===== config.mk =====
export PLATFORM = sky130hd
export DESIGN_NAME = dcache_flat
export DESIGN_NICKNAME = d
export VERILOG_FILES = /design/src/rtl/dcache_if.sv /design/src/rtl/dcache.sv /design/src/flat_wrapper.sv
export SDC_FILE = /design/constraint.sdc
export NUM_CORES = 1
export LEC_CHECK = 0
export ABC_AREA = 1
export CORE_MARGIN = 4
export CORE_UTILIZATION = 35
export DETAILED_ROUTE_END_ITERATION = 10
export GPL_TIMING_DRIVEN = 0
export PLACE_DENSITY = 0.63
export SLEW_MARGIN = 20
export SYNTH_ARGS = -nofsm -noshare
export SYNTH_HDL_FRONTEND = slang
export SYNTH_SLANG_ARGS = --single-unit

===== constraint.sdc =====
create_clock -name CLK -period 2.8 [get_ports CLK]
set_clock_uncertainty 0.05 [all_clocks]
set_input_delay 0.42 -clock CLK [delete_from_list [all_inputs] [get_ports CLK]]
set_output_delay 0.42 -clock CLK [all_outputs]
set_load 0.005 [all_outputs]

===== src/rtl/dcache_if.sv =====
// CPU-side and memory-side signal bundle of the data cache.
// The slave modport is the cache; the master modport is the CPU plus main memory around it.
interface dcache_if;
  logic        READ;
  logic        WRITE;
  logic [7:0]  ADDRESS;
  logic [7:0]  WRITEDATA;
  logic [7:0]  READDATA;
  logic        BUSYWAIT;
  logic        MEM_READ;
  logic        MEM_WRITE;
  logic [5:0]  MEM_ADDRESS;
  logic [31:0] MEM_WRITEDATA;
  logic [31:0] MEM_READDATA;
  logic        MEM_BUSYWAIT;

  modport slave (
    input  READ, WRITE, ADDRESS, WRITEDATA, MEM_READDATA, MEM_BUSYWAIT,
    output READDATA, BUSYWAIT, MEM_READ, MEM_WRITE, MEM_ADDRESS, MEM_WRITEDATA
  );

  modport master (
    output READ, WRITE, ADDRESS, WRITEDATA, MEM_READDATA, MEM_BUSYWAIT,
    input  READDATA, BUSYWAIT, MEM_READ, MEM_WRITE, MEM_ADDRESS, MEM_WRITEDATA
  );
endinterface


===== src/rtl/dcache.sv =====
// Direct-mapped, write-back, write-allocate data cache: 8-bit CPU port, 32-bit block memory port.
// Define DCACHE_STATS_EN to add saturating HIT_COUNT / MISS_COUNT outputs.
module dcache #(
  parameter int INDEX_BITS = 3
) (
  input  logic        CLK,
  input  logic        RESET,
  dcache_if.slave     bus
`ifdef DCACHE_STATS_EN
  ,
  output logic [15:0] HIT_COUNT,
  output logic [15:0] MISS_COUNT
`endif
);
  localparam int TAG_BITS = 6 - INDEX_BITS;
  localparam int LINES    = 1 << INDEX_BITS;

  typedef enum logic [1:0] {IDLE, WRITEBACK, FETCH, UPDATE} state_t;
  state_t state_reg, state_next;

  logic [1:0]            offset;
  logic [INDEX_BITS-1:0] index;
  logic [TAG_BITS-1:0]   tag;
  assign offset = bus.ADDRESS[1:0];
  assign index  = bus.ADDRESS[INDEX_BITS+1:2];
  assign tag    = bus.ADDRESS[7:INDEX_BITS+2];

  logic [LINES-1:0]    valid_reg;
  logic [LINES-1:0]    dirty_reg;
  logic [TAG_BITS-1:0] tag_mem [LINES];

  // The missing block address is latched so the fill lands in the right line even if the CPU lets go.
  logic [5:0]            miss_block_reg;
  logic [31:0]           fill_data_reg;
  logic [INDEX_BITS-1:0] miss_index;
  logic [TAG_BITS-1:0]   miss_tag;
  assign miss_index = miss_block_reg[INDEX_BITS-1:0];
  assign miss_tag   = miss_block_reg[5:INDEX_BITS];

  logic request, idle, hit, write_hit, miss_start;
  assign request    = bus.READ | bus.WRITE;
  assign idle       = (state_reg == IDLE);
  assign hit        = valid_reg[index] && (tag_mem[index] == tag);
  assign write_hit  = idle && bus.WRITE && hit;
  assign miss_start = idle && request && !hit;

  logic [7:0] lane_rd     [4];
  logic [7:0] lane_victim [4];

  genvar gi;
  generate
    for (gi = 0; gi < 4; gi++) begin : g_lane
      logic [7:0] lane_mem [LINES];
      always_ff @(posedge CLK) begin
        if (state_reg == UPDATE)
          lane_mem[miss_index] <= fill_data_reg[8*gi +: 8];
        else if (write_hit && (offset == 2'(gi)))
          lane_mem[index] <= bus.WRITEDATA;
      end
      assign lane_rd[gi]     = lane_mem[index];
      assign lane_victim[gi] = lane_mem[miss_index];
    end
  endgenerate

  always_ff @(posedge CLK) begin
    if (RESET) begin
      valid_reg <= '0;
      dirty_reg <= '0;
    end else if (state_reg == UPDATE) begin
      valid_reg[miss_index] <= 1'b1;
      dirty_reg[miss_index] <= 1'b0;
    end else if (write_hit) begin
      dirty_reg[index] <= 1'b1;
    end
  end

  always_ff @(posedge CLK) begin
    if (state_reg == UPDATE)
      tag_mem[miss_index] <= miss_tag;
  end

  always_ff @(posedge CLK) begin
    if (RESET) begin
      miss_block_reg <= '0;
      fill_data_reg  <= '0;
    end else begin
      if (miss_start)
        miss_block_reg <= bus.ADDRESS[7:2];
      if (state_reg == FETCH && !bus.MEM_BUSYWAIT)
        fill_data_reg <= bus.MEM_READDATA;
    end
  end

  always_ff @(posedge CLK) begin
    if (RESET) state_reg <= IDLE;
    else       state_reg <= state_next;
  end

  always_comb begin
    state_next = state_reg;
    case (state_reg)
      IDLE: begin
        if (request && !hit)
          state_next = (valid_reg[index] && dirty_reg[index]) ? WRITEBACK : FETCH;
      end
      WRITEBACK: if (!bus.MEM_BUSYWAIT) state_next = FETCH;
      FETCH:     if (!bus.MEM_BUSYWAIT) state_next = UPDATE;
      UPDATE:    state_next = IDLE;
      default:   state_next = IDLE;
    endcase
  end

  always_comb begin
    bus.MEM_READ      = 1'b0;
    bus.MEM_WRITE     = 1'b0;
    bus.MEM_ADDRESS   = '0;
    bus.MEM_WRITEDATA = '0;
    bus.BUSYWAIT      = request && !(idle && hit);
    // Gated by hit so an untouched line after reset reads as zero.
    bus.READDATA      = (idle && hit) ? lane_rd[offset] : 8'h00;
    case (state_reg)
      WRITEBACK: begin
        bus.MEM_WRITE     = 1'b1;
        bus.MEM_ADDRESS   = {tag_mem[miss_index], miss_index};
        bus.MEM_WRITEDATA = {lane_victim[3], lane_victim[2], lane_victim[1], lane_victim[0]};
      end
      FETCH: begin
        bus.MEM_READ    = 1'b1;
        bus.MEM_ADDRESS = miss_block_reg;
      end
      default: ;
    endcase
  end

`ifdef DCACHE_STATS_EN
  // The access that completes right after a fill is the tail of a miss, not a first-lookup hit.
  logic        filled_reg;
  logic [15:0] hit_count_reg;
  logic [15:0] miss_count_reg;

  always_ff @(posedge CLK) begin
    if (RESET) begin
      filled_reg     <= 1'b0;
      hit_count_reg  <= '0;
      miss_count_reg <= '0;
    end else begin
      if (state_reg == UPDATE) filled_reg <= 1'b1;
      else if (idle)           filled_reg <= 1'b0;
      if (idle && request && hit && !filled_reg && hit_count_reg != 16'hFFFF)
        hit_count_reg <= hit_count_reg + 16'd1;
      if (miss_start && miss_count_reg != 16'hFFFF)
        miss_count_reg <= miss_count_reg + 16'd1;
    end
  end

  assign HIT_COUNT  = hit_count_reg;
  assign MISS_COUNT = miss_count_reg;
`endif
endmodule


===== src/flat_wrapper.sv =====
// flat-port wrapper written by rule: the top's interface ports become plain ports
module dcache_flat 
#(
  parameter int INDEX_BITS = 3
)
  (CLK, RESET, bus_READ, bus_WRITE, bus_ADDRESS, bus_WRITEDATA, bus_MEM_READDATA, bus_MEM_BUSYWAIT, bus_READDATA, bus_BUSYWAIT, bus_MEM_READ, bus_MEM_WRITE, bus_MEM_ADDRESS, bus_MEM_WRITEDATA);
  dcache_if bus_i ();
  input  logic CLK;
  input  logic RESET;
  input wire logic [$bits(bus_i.READ)-1:0] bus_READ;
  input wire logic [$bits(bus_i.WRITE)-1:0] bus_WRITE;
  input wire logic [$bits(bus_i.ADDRESS)-1:0] bus_ADDRESS;
  input wire logic [$bits(bus_i.WRITEDATA)-1:0] bus_WRITEDATA;
  input wire logic [$bits(bus_i.MEM_READDATA)-1:0] bus_MEM_READDATA;
  input wire logic [$bits(bus_i.MEM_BUSYWAIT)-1:0] bus_MEM_BUSYWAIT;
  output wire logic [$bits(bus_i.READDATA)-1:0] bus_READDATA;
  output wire logic [$bits(bus_i.BUSYWAIT)-1:0] bus_BUSYWAIT;
  output wire logic [$bits(bus_i.MEM_READ)-1:0] bus_MEM_READ;
  output wire logic [$bits(bus_i.MEM_WRITE)-1:0] bus_MEM_WRITE;
  output wire logic [$bits(bus_i.MEM_ADDRESS)-1:0] bus_MEM_ADDRESS;
  output wire logic [$bits(bus_i.MEM_WRITEDATA)-1:0] bus_MEM_WRITEDATA;
  assign bus_i.READ = bus_READ;
  assign bus_i.WRITE = bus_WRITE;
  assign bus_i.ADDRESS = bus_ADDRESS;
  assign bus_i.WRITEDATA = bus_WRITEDATA;
  assign bus_i.MEM_READDATA = bus_MEM_READDATA;
  assign bus_i.MEM_BUSYWAIT = bus_MEM_BUSYWAIT;
  assign bus_READDATA = bus_i.READDATA;
  assign bus_BUSYWAIT = bus_i.BUSYWAIT;
  assign bus_MEM_READ = bus_i.MEM_READ;
  assign bus_MEM_WRITE = bus_i.MEM_WRITE;
  assign bus_MEM_ADDRESS = bus_i.MEM_ADDRESS;
  assign bus_MEM_WRITEDATA = bus_i.MEM_WRITEDATA;
  dcache #(.INDEX_BITS(INDEX_BITS)) u_core (.CLK(CLK), .RESET(RESET), .bus(bus_i));
endmodule

Word-level counts from Yosys, hierarchy flattened:

Memories as Yosys holds them, arrays and structs flattened. A register that Yosys moved wholly into a read port is not among the register bits.
Index checks and enable logic that the tools add are counted.

* bits in registers: 56
* memories: 5
* input bits: 53
* logic and storage cells: 117
* output and inout bits: 49
* bits in writable memories: 280

Memories
* u_core.g_lane[0].lane_mem: words 8, width 8, rd ports 2, clocked after Yosys merged registers in 1, wr ports 1, RTL line dcache.sv:53 `logic [7:0] lane_mem [LINES];`
* u_core.g_lane[1].lane_mem: words 8, width 8, rd ports 2, clocked after Yosys merged registers in 1, wr ports 1, RTL line dcache.sv:53
* u_core.g_lane[2].lane_mem: words 8, width 8, rd ports 2, clocked after Yosys merged registers in 1, wr ports 1, RTL line dcache.sv:53
* u_core.g_lane[3].lane_mem: words 8, width 8, rd ports 2, clocked after Yosys merged registers in 1, wr ports 1, RTL line dcache.sv:53
* u_core.tag_mem: words 8, width 3, rd ports 2, clocked after Yosys merged registers in 1, wr ports 1, RTL line dcache.sv:30 `logic [TAG_BITS-1:0] tag_mem [LINES];`

* muxes and demuxes: 59
* reduce and logical (&&, ||, !) cells: 27
* equal/unequal tests: 10
* order comparisons: 5
* bitwise gates (word level): 6

Operators with widths (number)
* 2-to-1 mux 8 bit: 9
* 2-to-1 mux 3 bit: 14
* 2-to-1 mux 32 bit: 1
* OR reduction 8 bit: 4
* 2-to-1 mux 1 bit: 24
* binary-select mux 8 bit (select 2 bit): 1
* logical AND 1 bit: 16
* OR 8 bit: 2
* case mux 6 bit (2 select lines): 1
* AND 8 bit: 1
* == test 2 bit, second input constant: 4
* less-than comparator 3 x 4 -> 1 bit, second input constant: 2
* 2-to-1 mux 2 bit: 4
* inverter 8 bit: 1
* case mux 2 bit (4 select lines): 1
* binary-select mux 1 bit (select 3 bit): 2
* demux 1 bit (select 3 bit): 2
* greater-or-equal comparator 3 x 1 -> 1 bit, second input constant: 2
* inequality test 2 bit, second input constant: 3
* == test 2 x 1 -> 1 bit, second input constant: 2
* logical NOT 2 bit: 2
* == test 3 bit: 1
* greater-or-equal comparator 3 bit, second input constant: 1
* logical NOT 1 bit: 3
* other kinds (4): 4

Longest topological paths before layout:

* depth in word-level cells: 10
* mapped depth: 17
* mapped depth without buffers: 15

Worst setup path before layout:

OpenSTA, ideal clock, no wires.

* path kind: input port to flip-flop
* start: input port bus_ADDRESS[3]
* end: memory u_core.g_lane[0].lane_mem[0][0] (enable)
* slack: 168 ps
* required time: 2380 ps
* arrival time: 2212 ps
* setup time: 370 ps
* stages: 15
* buffers on the path: 2
* cells stage by stage: buf_6 nor2_2 nand3_2 nand2_2 nor2_2 nand2_2 nand2_2 nor2_4 nand2_4 nor2_8 buf_6 nand4_1 nand2_1 nand2_1 nor2_1

* longest elaborated chain between the ends: 10
* elaborated cells between the ends (all ways): 13
* classes of those cells: eq/ne: 1; mux: 7; reduce/logical: 4; memory: 1

Ends and longest elaborated chain
* from (decl): RTL line flat_wrapper.sv:12 `input wire logic [$bits(bus_i.ADDRESS)-1:0] bus_ADDRESS;`
* memory read (8 x 3 bit) / binary-select mux 1 bit (select 3 bit) (equally long branches)
* == test 3 bit / 2-to-1 mux 1 bit (equally long branches): RTL line dcache.sv:43 `assign hit = valid_reg[index] && (tag_mem[index] == tag);`
* logical AND 1 bit: RTL line dcache.sv:43
* logical AND 1 bit: RTL line dcache.sv:44 `assign write_hit = idle && bus.WRITE && hit;`
* logical AND 1 bit: RTL line dcache.sv:57 `else if (write_hit && (offset == 2'(gi)))`
* 2-to-1 mux 1 bit: RTL line dcache.sv:57
* 2-to-1 mux 1 bit: RTL line dcache.sv:55 `if (state_reg == UPDATE)`
* 2-to-1 mux 1 bit (implied by the code): RTL line dcache.sv:58 `lane_mem[index] <= bus.WRITEDATA;`
* OR reduction 8 bit (no source line)
* 2-to-1 mux 3 bit (no source line) / 2-to-1 mux 1 bit (equally long branches)
* to (decl): RTL line dcache.sv:53

Parallel ways exist; a longest one is shown, timed or not. The select of a mux whose other input is x is not followed.

Final worst setup path:

* start: input port bus_ADDRESS[2]
* end: output port bus_READDATA[6]

* longest elaborated chain between the ends: 5
* elaborated cells between the ends (all ways): 14
* classes of those cells: eq/ne: 1; mux: 6; reduce/logical: 2; memory: 5

Ends and longest elaborated chain
* memory read (8 x 8 bit) (tied with other cells)
* binary-select mux 8 bit (select 2 bit) (tied with other cells): RTL line dcache.sv:120 `bus.READDATA = (idle && hit) ? lane_rd[offset] : 8'h00;`
* 2-to-1 mux 8 bit (implied by the code) / logical AND 1 bit (equally long branches): RTL line dcache.sv:120, dcache.sv:43
* 2-to-1 mux 8 bit (implied by the code) / logical AND 1 bit (equally long branches): RTL line dcache.sv:120
* 2-to-1 mux 8 bit *: RTL line dcache.sv:120
* to (decl): RTL line flat_wrapper.sv:16 `output wire logic [$bits(bus_i.READDATA)-1:0] bus_READDATA;`

Mark *: on every way between the ends. The rest lies on a longest branch, timed or not. The select of a mux whose other input is x is not followed.

==> out/qor.yml <==
final_layout:
  fill_cells: 4263
  seqCellArea_sq_um: 9599
  layout_common_cells: "345 x nand2_1, 280 x edfxtp_1, 244 x o21ai_0, 158 x inv_1, 158 x nor2_1"
  area_growth_pct: 31.76
  drive_above_1_share_pct: 22.31
  design_area_sq_um: 22250
  largest_reg_flops: 256
  final_common_cell: "nand2_1"
  multi_input_area_sq_um: 7217
  fin_nets: 2140
worst_setup_path:
  max_stage_delay_ns: 0.65
  slowest_stage: "o21ai_0"
  cp.arrival_ns: 2.66
  crit_chain: "buf_2 > inv_2 > buf_8 > buf_6 > clkbuf_2 > o21ai_0 > nand2_1 > o21ai_0 > a31oi_4 > buf_6"
  critPathLaunchType: "primary input"
  path_class: "in2out"
  cp_data_required_time_ns: 2.33
  critPathMaxFanout: 10
  crit_path_end_kind: "output port"
global_route:
  grt_remaining_overflow: 0
  first_global_vias: 15120
  antenna_found_initial: 1
  grt_usage_pct: 25.73
  grt_pass1_wl_um: 98530
  grt_max_degree: 16
floorplanning:
  floorplan.initialDensity_pct: 35.37
  fp.dieH_um: 227.7
  die_x_um: 227.7
  ios: 102
  rows: 80
  core_sq_um: 47750
  die_area_sq_um: 51830
logic_synthesis:
  yosysWarnings: 0
  ys_seq_elements: 339
  syn_area_per_cell_sq_um: 8.916
  postSynthCellCount: 1894
  ys_types: 43
  synth-seq-area-share_pct: 56.78
  async_reset_ff_share_pct: 0
  synth-edff-count: 280
  synthFlopType: "edfxtp_1"
  syn-num-nets: 1951
  synthesis.area_sq_um: 16890
power_and_ir_drop:
  clockPowerShare_pct: 29.3
  pwr-share-seq_pct: 35.4
  leakage_nw: 8.382
  ir_worst_vdd_mv: 0.4087
  p_switching_w: 0.006655
  p_int_w: 0.01088
  switching_share_pct: 37.96
  comb_power_share_pct: 35.3
  power_density_nw_per_um2: 787.9
sta:
  setup_viol: 14
  slew_headroom_pct: 45.14
  maxSlewViolCount: 0
  fmax_ghz: 0.3192
  fin_crit_sh_pct: 111.9
  hold_viol_final: 0
  fin_tns_setup_ns: -1.112
  worstMarginPinSlew_ns: 0.8228
  period_needed_ns: 3.133
  grt_setup_unrepaired: "yes"
  worst_slack_ns: -0.3329
cts:
  htreeDepth: 2
  clk_pin_slew_ns: 0.06
  cts-root-buf: "clkbuf_16"
  insertion_delay_ns: 0.57
  cts_made_buffers: 37
  tritoncts: "built"
  cts_sinks: 339
  cts.path.max_buffers: 3
  cts_hold_buf: 0
drt:
  wirelength_um: 70290
  drcViolationCount: 0
  post_drt_wl_per_cell_um: 25.78
  firstDrtPassIters: 6
  vias_per_cell: 5.966
  drt_iter0_markers: 2552
  dr_total_vias: 16270
  drtAntennaViolNets: 0
place:
  dpl_cell_area_sq_um: 18640
  post-place-ws_ns: -1.888
  port_buffers: 98
  gp_congestion: 0.9886
  dp_hpwl_um: 48010
run_status:
  violations: "setup timing"
  status: "finished, violations left"
min_path:
  hold_path_class: "in2reg"
flow_run:
  drv_cap: 0
## worst max-delay path: cells and delay by family
kind                   cells  cell delay (ns)
AO/OA/AOI/OAI              3             1.14
buffers and inverters      6             1.03
AND/OR/NAND/NOR            1             0.07
## metal layers
metal  track usage, %  wire (um)
met2            39.35      30750
met3            7.051       9863
met1            33.74      25430
met4            13.02       4257
met5                0          0
## cell type report
cell class | count | area share, %
buffer | 120 | 4.724
clock inverter | 26 | 1.282
tap | 615 | 3.458
timing repair buffer | 158 | 7.608
multi-input combinational | 1252 | 32.44
inverter | 175 | 3.020
antenna | 1 | 0.01125
clock buffer | 41 | 4.319
sequential | 339 | 43.14
## logic make-up after synthesis
group,Yosys count,synth area share [%]
and+or+nand+nor,661,16.52
AOI/OAI and AO/OA,587,19.23
DFF,339,56.78
buffers and inverters,303,7.165
adders and majority gates,4,0.2964
## power by group through the flow
stage	Combinational (W)	Sequential [W]	Clock, W
after floorplan	0.00252	0.00617	0
after global placement	0.00457	0.00623	0
after detailed placement	0.00465	0.00624	0
after CTS	0.00553	0.00618	0.00512
after global routing	0.00647	0.00623	0.00533
final	0.00619	0.00621	0.00513
## metrics by stage
stage               instances  hold slack, ns  power (W)  util (%)
floorplan                1894          0.3854   0.008687         -
detailed placement       2607          0.3983    0.01089     39.04
finish                   2727          0.2540    0.01753     46.60
CTS                      2690          0.2299    0.01683     44.48
global route             2726          0.2653    0.01804     46.60
global placement         2607          0.3965    0.01080     39.04
## final timing paths
kind,start,to,slack [ns],cells past startpoint
max reg2reg,u_core.tag_mem[2][1]$_DFFE_PP_,u_core.g_lane[3].lane_mem[6][7]$_DFFE_PP_,0.03,14
min reg2reg,u_core.valid_reg[3]$_SDFFE_PP0P_,u_core.valid_reg[3]$_SDFFE_PP0P_,0.42,2
min,bus_ADDRESS[4],flop,0.25,3
max,bus_ADDRESS[2],bus_READDATA[6],-0.33,10
## synth_stat cells, types with 2 or more instances
cell / count / share of area [%]
dfxtp_1: 59 / 7.0
nand2_2: 7 / 0.26
nor2_4: 3 / 0.20
nand4_2: 3 / 0.22
nor4_1: 6 / 0.22
buf_2: 17 / 0.50
buf_6: 6 / 0.40
clkbuf_1: 88 / 2.0
ha_1: 4 / 0.30
o311ai_0: 3 / 0.16
o22ai_1: 2 / 0.074
o211ai_1: 33 / 1.5
a31oi_1: 9 / 0.33
o2111ai_1: 2 / 0.10
a311oi_1: 25 / 1.3
o21ai_0: 300 / 8.9
inv_1: 166 / 3.7
a22o_1: 4 / 0.21
a21oi_1: 184 / 5.5
a41oi_1: 13 / 0.67
buf_1: 16 / 0.36
nor3_1: 4 / 0.12
nor2_1: 195 / 4.3
inv_2: 8 / 0.18
o21ai_1: 6 / 0.18
nor2_8: 2 / 0.24
edfxtp_1: 280 / 50
nand4_1: 25 / 0.93
nand2_1: 361 / 8.0
nand3_1: 45 / 1.3
nor2_2: 3 / 0.11
nand3_2: 4 / 0.24
## timing repair
item | in CTS | in global routing
endpoints found under the setup margin | 421 | 355
pin swaps | 48 | 66
gates resized for setup | 521 | 176
gates cloned | 4 | 1
setup buffers | 15 | 40
No activity file was read; power rests on OpenSTA's default activity.
